`src/rtl/commit_if.sv`:
```
// Commit-unit handshake bundle: ROB head in, commit/store port out.
interface commit_if;
  logic       rob_head_ready;
  logic [2:0] rob_head_opcode;
  logic [2:0] rob_head_dest;
  logic [2:0] rob_head_value;
  logic       commit_en;
  logic       st_valid;
  logic [2:0] st_addr;
  logic [2:0] st_data;
  logic       st_ready;

  // ROB / memory side
  modport master (
    output rob_head_ready, rob_head_opcode, rob_head_dest, rob_head_value, st_ready,
    input  commit_en, st_valid, st_addr, st_data
  );

  // commit unit side
  modport slave (
    input  rob_head_ready, rob_head_opcode, rob_head_dest, rob_head_value, st_ready,
    output commit_en, st_valid, st_addr, st_data
  );
endinterface

```
`src/rtl/commit_unit.sv`:
```
// In-order commit stage: retires the ROB head, owns the architectural
// register file, drives a single store port and a one-cycle commit trace.
module commit_unit (
  input  logic        clk,
  input  logic        rst_n,
  commit_if.slave     cif,
  input  logic [2:0]  rd_addr_a,
  input  logic [2:0]  rd_addr_b,
  output logic [2:0]  rd_data_a,
  output logic [2:0]  rd_data_b,
  output logic        halted,
  output logic [7:0]  retired,
  output logic        trace_valid,
  output logic [2:0]  trace_opcode,
  output logic [2:0]  trace_dest,
  output logic [2:0]  trace_value
);

  localparam logic [2:0] OP_NOP   = 3'b000;
  localparam logic [2:0] OP_STORE = 3'b101;
  localparam logic [2:0] OP_HALT  = 3'b111;

  typedef enum logic [1:0] {RUN, ST_WAIT, HALTED} state_t;

  state_t          r_state, w_next;
  logic [7:0][2:0] r_rf;
  logic [2:0]      r_st_addr, r_st_data;
  logic [7:0]      r_retired;
  logic            r_tr_vld;
  logic [2:0]      r_tr_op, r_tr_dest, r_tr_val;

  logic       w_commit, w_st_latch, w_rf_we;
  logic [2:0] w_tr_op, w_tr_dest, w_tr_val;

  // Next-state and commit decode; ST_WAIT looks only at st_ready and the latched store.
  always_comb begin
    w_next     = r_state;
    w_commit   = 1'b0;
    w_st_latch = 1'b0;
    case (r_state)
      RUN: begin
        if (cif.rob_head_ready) begin
          if (cif.rob_head_opcode == OP_STORE) begin
            w_st_latch = 1'b1;
            w_next     = ST_WAIT;
          end else begin
            w_commit = 1'b1;
            if (cif.rob_head_opcode == OP_HALT) w_next = HALTED;
          end
        end
      end
      ST_WAIT: begin
        if (cif.st_ready) begin
          w_commit = 1'b1;
          w_next   = RUN;
        end
      end
      HALTED:  w_next = HALTED;
      default: w_next = RUN;
    endcase
  end

  // Only RUN commits can write registers (stores commit from ST_WAIT); r0 is never written.
  assign w_rf_we = w_commit && (r_state == RUN) &&
                   (cif.rob_head_opcode != OP_NOP) && (cif.rob_head_opcode != OP_HALT) &&
                   (cif.rob_head_dest != 3'd0);

  // A store commit is traced from the latched copy, not the live head.
  assign w_tr_op   = (r_state == ST_WAIT) ? OP_STORE  : cif.rob_head_opcode;
  assign w_tr_dest = (r_state == ST_WAIT) ? r_st_addr : cif.rob_head_dest;
  assign w_tr_val  = (r_state == ST_WAIT) ? r_st_data : cif.rob_head_value;

  // State register.
  always_ff @(posedge clk or negedge rst_n) begin
    if (!rst_n) r_state <= RUN;
    else        r_state <= w_next;
  end

  // Register file, store latch, retire counter and trace record.
  always_ff @(posedge clk or negedge rst_n) begin
    if (!rst_n) begin
      r_rf      <= '0;
      r_st_addr <= '0;
      r_st_data <= '0;
      r_retired <= '0;
      r_tr_vld  <= 1'b0;
      r_tr_op   <= '0;
      r_tr_dest <= '0;
      r_tr_val  <= '0;
    end else begin
      if (w_rf_we) r_rf[cif.rob_head_dest] <= cif.rob_head_value;
      if (w_st_latch) begin
        r_st_addr <= cif.rob_head_dest;
        r_st_data <= cif.rob_head_value;
      end
      if (w_commit) begin
        r_retired <= r_retired + 8'd1;
        r_tr_op   <= w_tr_op;
        r_tr_dest <= w_tr_dest;
        r_tr_val  <= w_tr_val;
      end
      r_tr_vld <= w_commit;
    end
  end

  assign cif.commit_en = w_commit;
  assign cif.st_valid  = (r_state == ST_WAIT);
  assign cif.st_addr   = r_st_addr;
  assign cif.st_data   = r_st_data;

  // Reads see pre-write contents; r0 is hardwired to zero.
  assign rd_data_a = (rd_addr_a == 3'd0) ? 3'd0 : r_rf[rd_addr_a];
  assign rd_data_b = (rd_addr_b == 3'd0) ? 3'd0 : r_rf[rd_addr_b];

  assign halted       = (r_state == HALTED);
  assign retired      = r_retired;
  assign trace_valid  = r_tr_vld;
  assign trace_opcode = r_tr_op;
  assign trace_dest   = r_tr_dest;
  assign trace_value  = r_tr_val;

endmodule

```
`src/flat_wrapper.sv`:
```
// flat-port wrapper written by rule: the top's interface ports become plain ports
module commit_unit_flat 
  (clk, rst_n, rd_addr_a, rd_addr_b, rd_data_a, rd_data_b, halted, retired, trace_valid, trace_opcode, trace_dest, trace_value, cif_rob_head_ready, cif_rob_head_opcode, cif_rob_head_dest, cif_rob_head_value, cif_st_ready, cif_commit_en, cif_st_valid, cif_st_addr, cif_st_data);
  commit_if cif_i ();
  input  logic clk;
  input  logic rst_n;
  input  logic [2:0] rd_addr_a;
  input  logic [2:0] rd_addr_b;
  output logic [2:0] rd_data_a;
  output logic [2:0] rd_data_b;
  output logic halted;
  output logic [7:0] retired;
  output logic trace_valid;
  output logic [2:0] trace_opcode;
  output logic [2:0] trace_dest;
  output logic [2:0] trace_value;
  input wire logic [$bits(cif_i.rob_head_ready)-1:0] cif_rob_head_ready;
  input wire logic [$bits(cif_i.rob_head_opcode)-1:0] cif_rob_head_opcode;
  input wire logic [$bits(cif_i.rob_head_dest)-1:0] cif_rob_head_dest;
  input wire logic [$bits(cif_i.rob_head_value)-1:0] cif_rob_head_value;
  input wire logic [$bits(cif_i.st_ready)-1:0] cif_st_ready;
  output wire logic [$bits(cif_i.commit_en)-1:0] cif_commit_en;
  output wire logic [$bits(cif_i.st_valid)-1:0] cif_st_valid;
  output wire logic [$bits(cif_i.st_addr)-1:0] cif_st_addr;
  output wire logic [$bits(cif_i.st_data)-1:0] cif_st_data;
  assign cif_i.rob_head_ready = cif_rob_head_ready;
  assign cif_i.rob_head_opcode = cif_rob_head_opcode;
  assign cif_i.rob_head_dest = cif_rob_head_dest;
  assign cif_i.rob_head_value = cif_rob_head_value;
  assign cif_i.st_ready = cif_st_ready;
  assign cif_commit_en = cif_i.commit_en;
  assign cif_st_valid = cif_i.st_valid;
  assign cif_st_addr = cif_i.st_addr;
  assign cif_st_data = cif_i.st_data;
  commit_unit u_core (.clk(clk), .rst_n(rst_n), .cif(cif_i), .rd_addr_a(rd_addr_a), .rd_addr_b(rd_addr_b), .rd_data_a(rd_data_a), .rd_data_b(rd_data_b), .halted(halted), .retired(retired), .trace_valid(trace_valid), .trace_opcode(trace_opcode), .trace_dest(trace_dest), .trace_value(trace_value));
endmodule
```
`config.mk`:
```
export PLATFORM = sky130hd
export DESIGN_NAME = commit_unit_flat
export DESIGN_NICKNAME = d
export VERILOG_FILES = /design/src/rtl/commit_if.sv /design/src/rtl/commit_unit.sv /design/src/flat_wrapper.sv
export SDC_FILE = /design/constraint.sdc
export NUM_CORES = 1
export LEC_CHECK = 0
export ABC_AREA = 1
export BUFFER_PORTS_ARGS = -buffer_cell sky130_fd_sc_hd__buf_4
export CAP_MARGIN = 0
export CORE_MARGIN = 2
export CORE_UTILIZATION = 45
export CTS_CLUSTER_SIZE = 25
export DETAILED_ROUTE_END_ITERATION = 16
export PLACE_DENSITY_LB_ADDON = 0.25
export SLEW_MARGIN = 10
export SYNTH_ARGS = -nofsm -noshare
export SYNTH_HDL_FRONTEND = slang
export SYNTH_SLANG_ARGS = --single-unit
```
`constraint.sdc`:
```
create_clock -name clk -period 4 [get_ports clk]
set_input_delay 0.2 -clock clk [delete_from_list [all_inputs] [get_ports clk]]
set_output_delay 0.2 -clock clk [all_outputs]
set_load 0.005 [all_outputs]
```
# After elaboration in Yosys (flattened, before gate mapping)

Index checks and enable logic that the tools add are counted.

Add/subtract/negate cells: 1
Order comparisons: 4
Equality and inequality tests: 8
Multiplexer cells: 24
Reductions and logical operators: 11

Operators with widths:

| cell                                                              | count |
|---|---|
| bitwise mux 24 bit                                                | 1 |
| two-way mux 3 bit                                                 | 8 |
| binary-select mux 3 bit (select 3 bit)                            | 2 |
| < comparator 3 x 4 -> 1 bit, second input constant                | 3 |
| demux 3 bit (select 3 bit)                                        | 1 |
| adder 8 x 1 -> 8 bit, second input constant                       | 1 |
| two-way mux 2 bit                                                 | 4 |
| equality test 3 bit, second input constant                        | 2 |
| zero test 3 bit                                                   | 2 |
| two-way mux 1 bit                                                 | 6 |
| one-hot mux 2 bit (3 select lines)                                | 1 |
| nonzero test 3 bit                                                | 2 |
| logical AND 1 bit                                                 | 5 |
| inequality test 2 bit, second input constant                      | 2 |
| greater-or-equal comparator 3 x 1 -> 1 bit, second input constant | 1 |
| inequality test 3 x 1 -> 1 bit, second input constant             | 1 |
| inequality test 3 bit, second input constant                      | 1 |
| AND reduction 3 bit                                               | 1 |
| equality test 2 x 1 -> 1 bit, second input constant               | 1 |
| equality test 2 bit, second input constant                        | 1 |
| zero test 2 bit                                                   | 1 |
| one-hot mux 1 bit (2 select lines)                                | 1 |

Bits in registers: 50
Bits of input ports: 19
Output and inout bits: 33
Word-level logic and storage cells: 64

# Depth between registers and ports, before layout

Depth in word-level cells: 8
Gate-level depth with buffers: 9
Depth with buffers taken out: 8

# Worst setup path after synthesis

Ideal clock, no wire load.

Path type: flip-flop to flip-flop
Start: register u_core.r_state[0]
End: register u_core.r_rf[10] in the netlist's numbering
Setup time: 0.117 ns
Arrival time: 1.198 ns
Data required time: 3.883 ns
Path slack: 2.685 ns
Cell stages (with the launch flop): 10
Buffers on the path: 1
Clock period less this slack: 1.315 ns
Path through: dfrtp_1 -> inv_2 -> nand2_2 -> nor2_2 -> nand2_2 -> nand2_4 -> buf_6 -> nand3_1 -> nand2_1 -> nand2_1

Word-level cells in the longest chain between the ends: 6
Elaborated cells between the ends (all ways): 7
Classes of those cells: eq/ne: 1; mux: 1; reduce/logical: 5

RTL lines:

| element                                                         | line                                 | RTL |
|---|---|---|
| start, declared                                                 | commit_unit.sv:25                    | `state_t r_state, w_next;` |
| start signal, assigned                                          | commit_unit.sv:76                    | `else r_state <= w_next;` |
| equality test 2 x 1 -> 1 bit or zero test 2 bit (tied branches) | commit_unit.sv:40, commit_unit.sv:64 |  |
| one-hot mux 1 bit (2 select lines)                              | commit_unit.sv:40                    | `case (r_state)` |
| logical AND 1 bit (*) (2 in a row)                              | commit_unit.sv:64                    | `assign w_rf_we = w_commit && (r_state == RUN) &&` |
| logical AND 1 bit (*) (2 in a row)                              | commit_unit.sv:65                    | `(cif.rob_head_opcode != OP_NOP) && (cif.rob_head_opcode != OP_HALT) &&` |
| end signal, assigned by index                                   | commit_unit.sv:91                    | `if (w_rf_we) r_rf[cif.rob_head_dest] <= cif.rob_head_value;` |
| end, declared                                                   | commit_unit.sv:26                    | `logic [7:0][2:0] r_rf;` |

Every way passes the cells marked *; elsewhere a longest branch is shown, timed or not.
A chain may end at the register's enable or synchronous reset.

# Final worst setup path

Start: register u_core.r_state[0]
End: output cif_commit_en

Word-level cells in the longest chain between the ends: 2
Elaborated cells between the ends (all ways): 3
Classes of those cells: eq/ne: 1; mux: 1; reduce/logical: 1

RTL lines:

| element                                                         | line               | RTL |
|---|---|---|
| equality test 2 x 1 -> 1 bit or zero test 2 bit (tied branches) | commit_unit.sv:40  |  |
| one-hot mux 1 bit (2 select lines) (*)                          | commit_unit.sv:40  |  |
| end, declared                                                   | flat_wrapper.sv:22 | `output wire logic [$bits(cif_i.commit_en)-1:0] cif_commit_en;` |

Marks and branches as above.

==> results_dict.tcl <==
set metrics [dict create \
    vias_per_cell 5.19 \
    coreArea_sq_um 5960 \
    cts-buffers-inserted 5 \
    end_kind "output pin" \
    synthTopCellsByCount "nand2_1 (119), dfrtp_1 (50), inv_1 (32)" \
    cts_tree "yes" \
    yosys_warnings 0 \
    synth_area_leader_cell "dfrtp_1" \
    area_growth_syn_to_layout_pct 15.9 \
    die_y_um 82.6 \
    grt_pass1_vias 2162 \
    cts_setup_buffers 0 \
    setup_violations 0 \
    whs_ns 0.131 \
    synthCells 369 \
    synth_edf_count 0 \
    crit_arrival_ns 1.76 \
    gp_congestion 0.809 \
    cp-start-kind "register" \
    htree_levels 2 \
    critical_path_class "reg -> out" \
    r2r_cells 8 \
    yosys.cell_count.top_type "nand2_1" \
    grt_setup_unrepaired "false" \
    hold_viol_final 0 \
    grt_util_all_layers_pct 19.7 \
    grt_first_pass_wirelength_um 10400 \
    fin_setup_tns_ns 0 \
    powerDensity_nw_per_um2 483 \
    grt_remaining_overflow 0 \
    drt_first_pass_iters 4 \
    initial_core_util_pct 46.6 \
    synth_top_area_share_pct 45.0 \
    diodes 0 \
    r2r_slack_ns 2.20 \
    leakage_nw 1.68 \
    drt_iter0_drc 167 \
    synth-seq-cells 50 \
    synth_area_leaders "dfrtp_1 (45%), nand2_1 (16%), nand4_1 (5.4%)" \
    vdd_drop_max_mv 0.329 \
    min_period_ns 1.96 \
    drive_above_1_share_pct 17.2 \
    cts_root_buffer "clkbuf_8" \
    drv_cap 0 \
    nNetsFinal 426 \
    drtAntennaViolNets 0 \
    tightestPinTransition_ns 0.607 \
    dieArea_sq_um 6820 \
    drc_errors 0 \
    syn_area_sq_um 2780 \
    skew_ns 0.00514 \
    hpwl_um 4330 \
    io_pins 52 \
    fmax_mhz 509 \
    min_path_type "in -> reg" \
    die_x_um 82.6 \
    grt_max_degree 54 \
    drv_slew 0 \
    max_slew_margin_pct 59.5 \
    hold_depth 2 \
    synth_ff_type "dfrtp_1" \
    worstSkewPairLatency_ns 0.30 \
    portBuffers 51 \
    vias 2495 \
    final_cells 481 \
    wl_um 6090 \
    wl_per_cell_um 12.7 \
    syn_nets 389 \
    path_clk_slew_ns 0.08 \
    synth.distinct_cells 25 \
    num_rows 28 \
    cts_buffer_depth 2 \
    required_ns 3.80 \
    avgSynthCellArea_sq_um 7.53 \
    dp_cells 473 \
    min_period_over_period_pct 49.1 \
    cts_num_sinks 50 \
    status "finished clean" \
    cp_max_fo 53 \
    yosysSeqAreaShare_pct 45.0 \
    synthArstFlopShare_pct 100 \
    antenna_found_initial 0 \
]
## cell families after synthesis
family / Yosys count / synth area share (%)
AO/OA/AOI/OAI: 52 / 11.1
XOR/XNOR: 1 / 0.315
adder cells (fa/ha/maj): 1 / 0.450
buffers and inverters: 56 / 9.01
flip-flops: 50 / 45.0
AND/OR/NAND/NOR: 209 / 34.1
## state kept, by name, indices dropped and copies added (netlist names)
signal	cells
u_core.cif.st_addr	3
u_core.cif.st_data	3
u_core.r_rf	24
u_core.r_state	2
u_core.retired	8
u_core.trace_dest	3
u_core.trace_opcode	3
u_core.trace_valid	1
u_core.trace_value	3
## stage by stage
stage               setup slack, ns  power, W  utilization, %  instance area [sq um]
CTS                            2.04   0.00157            54.0                   3220
floorplan                      2.68   0.00105               -                   2780
detailed placement             2.20   0.00129            52.6                   3130
global placement               2.25   0.00128            52.6                   3130
global route                   1.87   0.00169            54.0                   3220
finish                         2.04   0.00156            54.0                   3220
## report_power, final
group          internal (W)  total [W]  switching, W  leakage [nW]
Clock              0.000121   0.000271      0.000150        0.0383
Sequential         0.000646   0.000764      0.000118         0.647
Combinational      0.000247   0.000520      0.000273         0.990
Total               0.00101    0.00156      0.000541          1.68
## layer usage
layer / up-vias / track usage [%] / share of wire (%) / routed length, um
met3: 4 / 4.57 / 5.9 / 360
met4: 0 / 4.43 / 0.72 / 44
met2: 63 / 29.4 / 44 / 2680
met5: - / 0 / 0 / 0
li1: 1279 / - / - / -
met1: 1149 / 29.3 / 49 / 3010
## critical path: stages, from the launching register on
cell     delay (ns)
dfrtp_1        0.43
inv_2          0.13
nand2_2        0.09
nor2_2         0.12
nand2_2        0.08
nand2_4        0.39
buf_4          0.20
## final timing paths
check,startpoint,endpoint
worst max-delay path,u_core.r_state[0],cif_commit_en
worst min-delay path,cif_st_ready,u_core.r_state[0]
worst max register to register,u_core.r_state[0],u_core.trace_opcode[1]
worst min register to register,u_core.r_rf[2],u_core.r_rf[2]
max in group asynchronous,rst_n,u_core.r_rf[16]
min in group asynchronous,rst_n,u_core.r_state[0]
## timing repair
action / in CTS / in global routing
endpoints found under the setup margin: 0 / 0
resized for setup: 0 / 0
endpoints found under the hold margin: 50 / 0
hold buffers: 1 / 0
## layout by cell type, fill, tap and decap left out, types with 4 or more instances in the layout
cell type  netlist  final
o21ai_0         18     18
nand4_1         24     24
nor3_1           9      9
o211ai_1        18     18
a21oi_1         15     15
buf_4            3     51
nand2_2          4      4
nand2_1        119    119
clkbuf_8         0      5
inv_1           32     32
dfrtp_1         50     50
nand3_1         17     17
nor2_1          27     27
## layout make-up
type,instances,area [sq um]
clock buffer,7,76.3
fill,583,2740
inverter,34,128
multi-input combinational,263,1280
sequential,50,1250
tap,75,93.8
timing repair buffer,52,393
(Power assumes the default switching activity.)
